[src/rtl/cacheline_adaptor.sv]
// Cache-line to memory-burst adaptor: serves one line read or write from the cache
// as BEATS back-to-back (stallable) beats on the memory burst interface.
module cacheline_adaptor #(
  parameter int unsigned BURST_W = 64,
  parameter int unsigned BEATS   = 4
) (
  input  logic                       clk,
  input  logic                       rst,
  input  logic [BURST_W*BEATS-1:0]   line_i,
  output logic [BURST_W*BEATS-1:0]   line_o,
  input  logic [31:0]                address_i,
  input  logic                       read_i,
  input  logic                       write_i,
  output logic                       resp_o,
  input  logic [BURST_W-1:0]         burst_i,
  output logic [BURST_W-1:0]         burst_o,
  output logic [31:0]                address_o,
  output logic                       read_o,
  output logic                       write_o,
  input  logic                       resp_i
);

  localparam int unsigned LINE_W = BURST_W * BEATS;
  localparam int unsigned CNT_W  = (BEATS > 1) ? $clog2(BEATS) : 1;
  // Byte-offset bits within a line are forced to zero on the memory side.
  localparam logic [31:0] OFFSET_MASK = 32'(LINE_W / 8 - 1);
  localparam logic [CNT_W-1:0] LAST_BEAT = CNT_W'(BEATS - 1);

  typedef enum logic [1:0] {
    StIdle,
    StRd,
    StWr,
    StDone
  } state_e;

  state_e             state_q;
  logic [CNT_W-1:0]   cnt_q;
  logic [LINE_W-1:0]  line_q;
  logic [31:0]        addr_q;

  always_ff @(posedge clk or posedge rst) begin
    if (rst) begin
      state_q <= StIdle;
      cnt_q   <= '0;
      line_q  <= '0;
      addr_q  <= '0;
    end else begin
      unique case (state_q)
        StIdle: begin
          if (write_i) begin
            line_q  <= line_i;
            addr_q  <= address_i & ~OFFSET_MASK;
            cnt_q   <= '0;
            state_q <= StWr;
          end else if (read_i) begin
            addr_q  <= address_i & ~OFFSET_MASK;
            cnt_q   <= '0;
            state_q <= StRd;
          end
        end
        StRd: begin
          if (resp_i) begin
            line_q[32'(cnt_q) * BURST_W +: BURST_W] <= burst_i;
            cnt_q <= (cnt_q == LAST_BEAT) ? '0 : cnt_q + CNT_W'(1);
            if (cnt_q == LAST_BEAT) state_q <= StDone;
          end
        end
        StWr: begin
          if (resp_i) begin
            cnt_q <= (cnt_q == LAST_BEAT) ? '0 : cnt_q + CNT_W'(1);
            if (cnt_q == LAST_BEAT) state_q <= StDone;
          end
        end
        StDone:  state_q <= StIdle;
        default: state_q <= StIdle;
      endcase
    end
  end

  // Everything below is a pure decode of registered state.
  assign read_o    = (state_q == StRd);
  assign write_o   = (state_q == StWr);
  assign resp_o    = (state_q == StDone);
  assign address_o = addr_q;
  assign line_o    = line_q;
  assign burst_o   = line_q[32'(cnt_q) * BURST_W +: BURST_W];

endmodule

[config.mk]
export PLATFORM = sky130hd
export DESIGN_NAME = cacheline_adaptor
export DESIGN_NICKNAME = d
export VERILOG_FILES = /design/src/rtl/cacheline_adaptor.sv
export SDC_FILE = /design/constraint.sdc
export NUM_CORES = 1
export LEC_CHECK = 0
export ABC_AREA = 1
export CAP_MARGIN = 15
export CORE_AREA = 4 4 272 274
export CTS_CLUSTER_DIAMETER = 150
export DETAILED_ROUTE_END_ITERATION = 7
export DIE_AREA = 0 0 276 278
export SETUP_SLACK_MARGIN = 0.2
export SLEW_MARGIN = 30
export SYNTH_ARGS = -nofsm -noshare
export SYNTH_HDL_FRONTEND = slang
export SYNTH_SLANG_ARGS = --single-unit
[constraint.sdc]
create_clock -name clk -period 32.4 [get_ports clk]
set_input_delay 9.72 -clock clk [delete_from_list [all_inputs] [get_ports clk]]
set_output_delay 9.72 -clock clk [all_outputs]
set_load 0.02 [all_outputs]
==> results.yml <==
sta:
  rsz0062_at_grt: "false"
  fin_tns_setup_ns: 0
  layout_min_cycle_time_ns: 13.48
  timing.fmax_ghz: 0.0742
  worst_clock_skew_ns: 0.0188
  final-hold-violation-count: 0
  final.period_utilization_pct: 41.6
  timing.final.setup_violations: 0
  tightestPinTransition_ns: 1.00
  worst_slew_margin_rel_pct: 33.0
  max_slew_violations: 0
worst_setup_path:
  critical_path.max_fanout: 41
  critPathArrivalTime_ns: 3.76
  worst_ep_required_time_ns: 22.68
  cell_family_with_most_cp_delay: "buffers and inverters"
  critical_path_class: "flip-flop to output pin"
  endpoint_kind_of_the_worst_setup_timing_path: "output pin"
  timing.critical_path.cells: "clkinv_2 > buf_4 > o21ai_0 > o22ai_1 > clkdlybuf4s50_1"
  slowest_stage: "clkdlybuf4s50_1"
  timing.critical_path.from_type: "flip-flop"
  worstPathBufferInverterCount: 3
  worst_path_largest_cell_delay_ns: 0.69
  regToRegSetupSlack_ns: 27.88
logic_synthesis:
  synth_area_sq_mm: 0.0175
  synth-edff-count: 0
  top_cell_types_by_occurrence_after_synthesis: "1454 x nand2_1, 287 x dfrtp_1, 222 x o21ai_0, 196 x nand3_1, 194 x nor2_1"
  yosys.area.top_type: "dfrtp_1"
  dominant_register_cell_in_the_synthesized_netlist: "dfrtp_1"
  largest_cells_by_area_after_synthesis: "dfrtp_1 41%, nand2_1 31%, o21ai_0 6.4%"
  postSynthRegisterBits: 287
  synthMostInstantiatedCell: "nand2_1"
  asyncSetResetFlopFracSynth_pct: 100
  synthesis.instances: 2754
  syn_area_per_cell_sq_um: 6.34
  netlist-cell-type-count: 20
  synth_seq_area_share_pct: 41.2
  synth.top_cell.area_share_pct: 41.2
  yosysWarningCount: 0
cts:
  cts_buffer_depth: 3
  h-tree-depth: 2
  ctsHoldBuffers: 0
  clkLatencyLatePin_ns: 0.55
  clk_pin_slew_ns: 0.05
  tritoncts: "built"
  post-cts-setup-buffer-count: 0
  clkSinkCount: 287
  cts_made_buffers: 37
  clock-root-buffer: "clkbuf_16"
  cts.repair.resized: 0
die:
  die-width_microns: 276
  initial_utilization_pct: 24.5
  row_count: 98
  core-area_sq_mm: 0.0714
  die_h_microns: 278
  die_area_sq_mm: 0.0767
  num_io_pins: 712
pwr:
  cellLeakagePower_nw: 13.0
  power.ir.vdd_worst_mv: 0.0556
  pwr_density_cell_mw_per_mm2: 111
final_layout:
  drive_gt1_share_pct: 3.19
  final_nets: 3692
  synthToLayoutAreaGrowth_pct: 50.5
  stdcell_count: 4306
  utilization_pct: 36.8
global_route:
  antenna_found_initial: 9
  grt-ovfl-total: 0
  grt_max_degree: 127
  grt_pass1_wl_mm: 138
  first_global_vias: 20000
  grt_usage_pct: 23.6
placed_design:
  hpwl_mm: 61.9
  routabilityCongestion: 0.873
  place.port_buffers: 701
  numPlacedInstances: 4237
detailed_routing:
  route.final.wire_length_mm: 94.7
  routed_wire_length_per_instance_microns: 22.0
  drt_first_pass_iters: 5
  met1Wirelength_mm: 38.1
  drc_errors: 0
  topRoutingLayerUsed: "met5"
  postRouteAntennaNets: 0
  vias: 20500
  detailroute.wirelength.met3_mm: 7.98
  routed-wl-met2_mm: 45.6
  drt-initial-drc-count: 1655
  via_per_inst: 4.77
outcome:
  outcome: "finished, final reports clean"
flow_run:
  drv_cap: 0
min_path:
  hold_path_class: "flip-flop to flip-flop"
## path summary, 6_finish.rpt
path,cells past startpoint,startpoint,end
worst max-delay path,5,cnt_q[1]$_DFFE_PP0P_,burst_o[48]
worst min-delay path,2,address_o[22]$_DFFE_PP0P_,address_o[22]$_DFFE_PP0P_
worst max register to register,10,cnt_q[1]$_DFFE_PP0P_,line_o[183]$_DFFE_PP0P_
worst min register to register,2,address_o[22]$_DFFE_PP0P_,address_o[22]$_DFFE_PP0P_
max in group asynchronous,3,rst,line_o[230]$_DFFE_PP0P_
min in group asynchronous,2,rst,address_o[8]$_DFFE_PP0P_
## tightest hold or removal path: stages, from the launching register on
cell and delay, ns:
dfrtp_1 0.34, nand2_1 0.05, o21ai_0 0.06
## layer usage
| metal | global-route usage, % | vias to the layer above |
|---|---|---|
| met4 | 7.47 | 6 |
| met5 | 0 | - |
| li1 | - | 9727 |
| met3 | 5.51 | 159 |
| met2 | 40.2 | 981 |
| met1 | 29.8 | 9658 |
## cell type report
| type | instances | area [sq um] |
|---|---|---|
| Tap cell | 950 | 1190 |
| Multi-Input combinational cell | 2161 | 9000 |
| Fill cell | 7638 | 45100 |
| Timing Repair Buffer | 734 | 7330 |
| Sequential cell | 287 | 7190 |
| Clock buffer | 60 | 1100 |
| Inverter | 105 | 414 |
| Clock inverter | 3 | 15.0 |
| Antenna cell | 6 | 15.0 |
## power by group
group / internal (W) / total [W] / switching [W]
Clock: 0.000231 / 0.000400 / 0.000170
Sequential: 0.000524 / 0.000696 / 0.000171
Combinational: 0.000651 / 0.00183 / 0.00118
## flip-flops by register name, indices dropped and copies added (netlist names)
register,cells
state_q,2
cnt_q,2
address_o,27
line_o,256
## through the flow
| stage | setup WS (ns) | hold slack, ns | power (W) | instance area (sq um) |
|---|---|---|---|---|
| after floorplan | 14.76 | 0.503 | 0.00163 | 17500 |
| after global placement | 19.48 | 0.467 | 0.00252 | 25100 |
| after detailed placement | 19.48 | 0.473 | 0.00253 | 25100 |
| after CTS | 18.88 | 0.487 | 0.00294 | 26200 |
| after global routing | 18.83 | 0.498 | 0.00311 | 26300 |
| final | 18.92 | 0.481 | 0.00292 | 26300 |
## kinds of logic (layout without fill, tap and decap cells)
group                      Yosys count  after routing  synth area share [%]
AOI/OAI and AO/OA                  287            287                  8.69
adders and majority gates            9              9                 0.645
other                                1             11                0.0215
and+or+nand+nor                   1860           1860                  41.8
buffers and inverters              310            902                  7.74
DFF                                287            287                  41.2
## cells in the final DEF (no fill, tap or decap), drive strengths merged
cell type,netlist,layout
and2,1,1
buf,143,33
clkbuf,62,60
clkdlybuf4s50,0,701
clkinv,0,5
conb,1,5
dfrtp,287,287
diode,0,6
ha,9,9
inv,105,103
nand2,1456,1456
nand3,196,196
nand3b,4,4
nor2,203,203
o21ai,223,223
o22ai,64,64
(Power assumes the default switching activity.)
